[src/rtl/alu_pkg.sv]
`default_nettype none
// ============================================================================
// Module   : alu_pkg
// Brief    : Shared types for the chunked add/subtract unit.
// Revision : 1.0
// ============================================================================
package alu_pkg;

    typedef enum logic [1:0] {
        IDLE = 2'd0,
        BUSY = 2'd1,
        DONE = 2'd2
    } addsub_state_t;

    typedef struct packed {
        logic cout;
        logic overflow;
        logic zero;
        logic negative;
    } addsub_flags_t;

    // Chunk index counter width; a single-chunk build still needs one bit.
    function automatic int idx_width(input int n);
        return (n > 1) ? $clog2(n) : 1;
    endfunction

endpackage
`default_nettype wire

[src/rtl/chunked_addsub_adder_chunk.sv]
`default_nettype none
// ============================================================================
// Module   : adder_chunk
// Brief    : Combinational CHUNK-bit ripple adder built from full-adder cells.
// Revision : 1.0
// ============================================================================
module adder_chunk #(
    parameter int CHUNK = 16
) (
    input  logic [CHUNK-1:0] a,
    input  logic [CHUNK-1:0] b,
    input  logic             cin,
    output logic [CHUNK-1:0] sum,
    output logic             cout,
    output logic             cin_msb
);

    logic [CHUNK:0] w_carry;

    assign w_carry[0] = cin;

    for (genvar i = 0; i < CHUNK; i++) begin : g_bit
        full_adder u_fa (
            .a_i (a[i]),
            .b_i (b[i]),
            .c_i (w_carry[i]),
            .s_o (sum[i]),
            .c_o (w_carry[i+1])
        );
    end

    // Carry into the top bit; only meaningful for overflow on the last slice.
    assign cin_msb = w_carry[CHUNK-1];
    assign cout    = w_carry[CHUNK];

endmodule
`default_nettype wire

[src/rtl/full_adder.sv]
`default_nettype none
// ============================================================================
// Module   : full_adder
// Brief    : 1-bit full-adder cell.
// Revision : 1.0
// ============================================================================
module full_adder (
    input  logic a_i,
    input  logic b_i,
    input  logic c_i,
    output logic s_o,
    output logic c_o
);

    assign s_o = a_i ^ b_i ^ c_i;
    assign c_o = (a_i & b_i) | (c_i & (a_i ^ b_i));

endmodule
`default_nettype wire

[src/rtl/chunked_addsub.sv]
`default_nettype none
// ============================================================================
// Module   : chunked_addsub
// Brief    : Multi-cycle WIDTH-bit add/subtract, CHUNK bits per cycle, with flags.
// Revision : 1.0
// ============================================================================
module chunked_addsub
    import alu_pkg::*;
#(
    parameter int WIDTH = 64,
    parameter int CHUNK = 16
) (
    input  logic             clk,
    input  logic             rst_n,
    input  logic             in_valid,
    output logic             in_ready,
    input  logic [WIDTH-1:0] a,
    input  logic [WIDTH-1:0] b,
    input  logic             sub,
    output logic             out_valid,
    input  logic             out_ready,
    output logic [WIDTH-1:0] sum,
    output logic             cout,
    output logic             overflow,
    output logic             zero,
    output logic             negative
);

    localparam int c_nchunk = WIDTH / CHUNK;
    localparam int c_idxw   = idx_width(c_nchunk);
    localparam logic [c_idxw-1:0] c_last_idx = c_idxw'(c_nchunk - 1);

    addsub_state_t     state_q;
    logic [WIDTH-1:0]  a_q;
    logic [WIDTH-1:0]  b_q;
    logic              carry_q;
    logic [c_idxw-1:0] idx_q;
    logic [WIDTH-1:0]  sum_q;
    logic [WIDTH-1:0]  sum_d;
    addsub_flags_t     flags_q;

    logic [CHUNK-1:0]  w_slice_a;
    logic [CHUNK-1:0]  w_slice_b;
    logic [CHUNK-1:0]  w_slice_sum;
    logic              w_slice_cout;
    logic              w_slice_cin_msb;
    logic              w_load;

    assign w_slice_a = a_q[idx_q*CHUNK +: CHUNK];
    assign w_slice_b = b_q[idx_q*CHUNK +: CHUNK];

    adder_chunk #(
        .CHUNK (CHUNK)
    ) u_adder_chunk (
        .a       (w_slice_a),
        .b       (w_slice_b),
        .cin     (carry_q),
        .sum     (w_slice_sum),
        .cout    (w_slice_cout),
        .cin_msb (w_slice_cin_msb)
    );

    always_comb begin
        sum_d                        = sum_q;
        sum_d[idx_q*CHUNK +: CHUNK]  = w_slice_sum;
    end

    // DONE hands the slot straight to a new operation when the result is taken.
    assign in_ready = (state_q == IDLE) || ((state_q == DONE) && out_ready);
    assign w_load   = in_valid && in_ready;

    always_ff @(posedge clk or negedge rst_n) begin
        if (!rst_n) begin
            state_q <= IDLE;
            a_q     <= '0;
            b_q     <= '0;
            carry_q <= 1'b0;
            idx_q   <= '0;
            sum_q   <= '0;
            flags_q <= '0;
        end else if (w_load) begin
            // Subtraction is a + ~b + 1: invert b here, seed the carry with sub.
            a_q     <= a;
            b_q     <= b ^ {WIDTH{sub}};
            carry_q <= sub;
            idx_q   <= '0;
            state_q <= BUSY;
        end else begin
            case (state_q)
                BUSY: begin
                    sum_q   <= sum_d;
                    carry_q <= w_slice_cout;
                    idx_q   <= idx_q + 1'b1;
                    if (idx_q == c_last_idx) begin
                        flags_q.cout     <= w_slice_cout;
                        flags_q.overflow <= w_slice_cin_msb ^ w_slice_cout;
                        flags_q.zero     <= (sum_d == '0);
                        flags_q.negative <= sum_d[WIDTH-1];
                        state_q          <= DONE;
                    end
                end
                DONE: begin
                    if (out_ready) begin
                        state_q <= IDLE;
                    end
                end
                IDLE: begin
                    state_q <= IDLE;
                end
                default: begin
                    state_q <= IDLE;
                end
            endcase
        end
    end

    assign out_valid = (state_q == DONE);
    assign sum       = sum_q;
    assign cout      = flags_q.cout;
    assign overflow  = flags_q.overflow;
    assign zero      = flags_q.zero;
    assign negative  = flags_q.negative;

endmodule
`default_nettype wire

[config.mk]
export PLATFORM = sky130hd
export DESIGN_NAME = chunked_addsub
export DESIGN_NICKNAME = d
export VERILOG_FILES = /design/src/rtl/alu_pkg.sv /design/src/rtl/chunked_addsub_adder_chunk.sv /design/src/rtl/full_adder.sv /design/src/rtl/chunked_addsub.sv
export SDC_FILE = /design/constraint.sdc
export NUM_CORES = 1
export LEC_CHECK = 0
export CAP_MARGIN = 40
export CORE_MARGIN = 5
export CORE_UTILIZATION = 49
export DETAILED_ROUTE_END_ITERATION = 7
export GPL_ROUTABILITY_DRIVEN = 0
export GPL_TIMING_DRIVEN = 0
export PLACE_DENSITY = 0.84
export SLEW_MARGIN = 40
export SYNTH_ARGS = -nofsm -noshare
export SYNTH_HDL_FRONTEND = slang
export SYNTH_SLANG_ARGS = --single-unit
export TNS_END_PERCENT = 5
[constraint.sdc]
create_clock -name clk -period 12.39 [get_ports clk]
set_clock_uncertainty 0.15 [all_clocks]
set_input_delay 2.478 -clock clk [delete_from_list [all_inputs] [get_ports clk]]
set_output_delay 2.478 -clock clk [all_outputs]
set_load 0.01 [all_outputs]
==> results.cfg <==
[routing]
drc = 0
dr.pass1.iters = 7
drt-total-wl_um = 29400
wire_per_inst_um = 19.9
drt_iter0_markers = 884
dr_total_vias = 8356
via_per_inst = 5.67
antenna_left = 0

[timing]
fmax_ghz = 0.101
period_share_pct = 79.9
fin_setup_tns_ns = 0
period_minus_slack_ns = 9.90
rsz0062_at_grt = false
finalMaxSlewViolations = 0
fin_ws_ns = 2.49
slew_headroom_pct = 45.4
worst_pin_slew_ns = 0.819
finalHoldViolCount = 0
setup_violations = 0

[clock_network]
cts_hold_buf = 0
cts_made_buffers = 21
clockBufferDepth = 3
cts-resized-gates = 0
htree_levels = 1
cts.sinks = 201
postCtsSetupBuffers = 0
cts.clk_slew.worst_paths_ns = 0.06
clk_latency_ns = 0.51
cts_root_buf = clkbuf_16
cts_tree = built

[logic_synthesis]
ys_seq_area_share_pct = 52.4
ys_top_cells_by_area = dfrtp_1, nand2_1, mux4_2
synth_edf_count = 0
synth_cell_type_count = 43
ys_ff_latch = 201
post_synth.cell_area_avg_sq_um = 9.93
synth.largest_area_cell = dfrtp_1
synthFlopType = dfrtp_1
synth_top_area_share_pct = 52.4
synthArstFlopShare_pct = 100
synth_fp_nets = 1122
synth.cell_area_sq_um = 9600
ys.warnings.count = 0
syn_inst = 967

[finish]
drive_above_1_share_pct = 7.28
fill_cells = 1508
area_delta_synth_final_pct = 32.1
nets = 1349
diodes = 0

[worst_setup_path]
critical_path_class = reg2reg
slowest_stage = fa_1
crit_arrival_ns = 10.19
cp.buffers_inverters = 5
end_kind = register
critPathMostFrequentCell = fa_1
slowest_delay_ns = 0.74
cp_top_family = adder cells
setup.worst_path.start_class = register
cp_max_fo = 10
required_ns = 12.67

[global_routing]
first_global_vias = 8654
antenna_found_initial = 0
grtUsageTotal_pct = 26.3
grt_pass1_wl_um = 45700
grt_max_degree = 57
grt_remaining_overflow = 0

[die]
row_count = 51
fp.dieH_um = 150
die_w_um = 150
die_area_sq_um = 22500
core_sq_um = 19400
initial_utilization_pct = 49.5
top_level_ports = 203

[job]
max_cap_violations = 0

[min_path]
hp-class = reg2reg

[place]
io_buffers = 201
dp_hpwl_um = 21900
place_ws_ns = 2.67

[status]
outcome = complete, no violations

[power]
leakagePower_nw = 5.60
ir_worst_vdd_uv = 239
power-per-cell-area_nw_per_um2 = 297
==> report_power, final <==
group	total, W	internal (W)	switching, W	leakage (nW)
logic	0.00204	0.000789	0.00125	2.70
registers	0.00112	0.000934	0.000187	2.58
clock network	0.000601	0.000338	0.000263	0.325
==> layout by cell type (no fill, tap or decap), types with 6 or more instances in the layout <==
| master | instances |
|---|---|
| buf_1 | 8 |
| nor2b_1 | 6 |
| o41ai_1 | 9 |
| nor4_1 | 12 |
| clkdlybuf4s50_1 | 200 |
| dfrtp_1 | 201 |
| xnor2_1 | 65 |
| clkinv_2 | 6 |
| fa_1 | 16 |
| nor2_1 | 7 |
| buf_2 | 13 |
| clkbuf_16 | 21 |
| o21ai_0 | 122 |
| nor3_1 | 8 |
| inv_1 | 38 |
| clkbuf_1 | 40 |
| ha_1 | 6 |
| a21oi_1 | 11 |
| nand2_1 | 332 |
| mux4_2 | 32 |
==> per-layer routing <==
| layer | track usage [%] | vias to the layer above | wire, um |
|---|---|---|---|
| li1 | - | 3654 | - |
| met1 | 33.9 | 4078 | 10900 |
| met2 | 43.7 | 526 | 14300 |
| met3 | 5.30 | 98 | 2930 |
| met5 | 0 | - | 0 |
| met4 | 10.8 | 0 | 1320 |
==> worst min-delay path: stages (launching register included) <==
cell     delay (ns)
dfrtp_1        0.34
nand2_1        0.05
nand2_1        0.05
==> final cells by class <==
| cell class | instances | area, sq um | area share, % |
|---|---|---|---|
| Clock inverter | 9 | 55.1 | 0.434 |
| Timing Repair Buffer | 204 | 2100 | 16.6 |
| Tap cell | 265 | 332 | 2.61 |
| Clock buffer | 29 | 596 | 4.70 |
| Inverter | 38 | 143 | 1.12 |
| Sequential cell | 201 | 5030 | 39.7 |
| Buffer | 59 | 249 | 1.96 |
| Multi-Input combinational cell | 669 | 4180 | 32.9 |
==> registers in the layout (all words and copies together) (netlist names) <==
register,flops
negative,1
cout,1
sum,64
a_q,64
b_q,64
overflow,1
state_q,2
zero,1
carry_q,1
idx_q,2
==> synth_stat cells, types with 3 or more instances <==
library cell / number
nand4bb_1: 3
buf_2: 13
xnor2_1: 65
nor3_1: 8
inv_1: 38
nor2b_1: 6
nor4_1: 12
nor2_1: 7
clkbuf_1: 36
o21ai_1: 4
o41ai_1: 9
dfrtp_1: 201
mux4_2: 32
and4_1: 4
a31oi_1: 4
or2_2: 3
o21ai_0: 122
buf_1: 8
ha_1: 6
a21oi_1: 11
fa_1: 16
nand2b_1: 3
nand2_1: 332
==> per-stage QoR <==
stage          util, %  cells  hold WS [ns]  total power, W  cell area [sq um]
5_1_grt           65.4   1474         0.340         0.00396              12700
3_5_place_dp      62.0   1436         0.307         0.00310              12000
4_1_cts           65.4   1474         0.322         0.00371              12700
6_report          65.4   1474         0.323         0.00376              12700
3_3_place_gp      61.6   1433         0.302         0.00303              11900
2_1_floorplan        -    967         0.290         0.00223               9600
==> cells by family (layout without fill, tap and decap cells) <==
logic type               Yosys count  count (layout)  share of synthesized area, %
flip-flops                       201             201                          52.4
AO/OA/AOI/OAI                    159             159                          9.02
adder cells (fa/ha/maj)           22              22                          4.12
AND/OR/NAND/NOR                  390             390                          16.8
XOR/XNOR                          65              65                          5.93
multiplexers                      33              33                          7.61
buffers and inverters             97             339                          4.08
==> final timing paths <==
kind | startpoint | to | slack, ns | cells after the start
max in group asynchronous | rst_n | b_q[37] | 9.19 | 4
min in group asynchronous | rst_n | sum[46] | 1.71 | 1
max | idx_q[1] | zero | 2.49 | 27
min reg2reg | a_q[41] | a_q[41] | 0.32 | 2
min | a_q[41] | a_q[41] | 0.32 | 2
max reg2reg | idx_q[1] | zero | 2.49 | 27
Power figures use the tool's default switching activity.
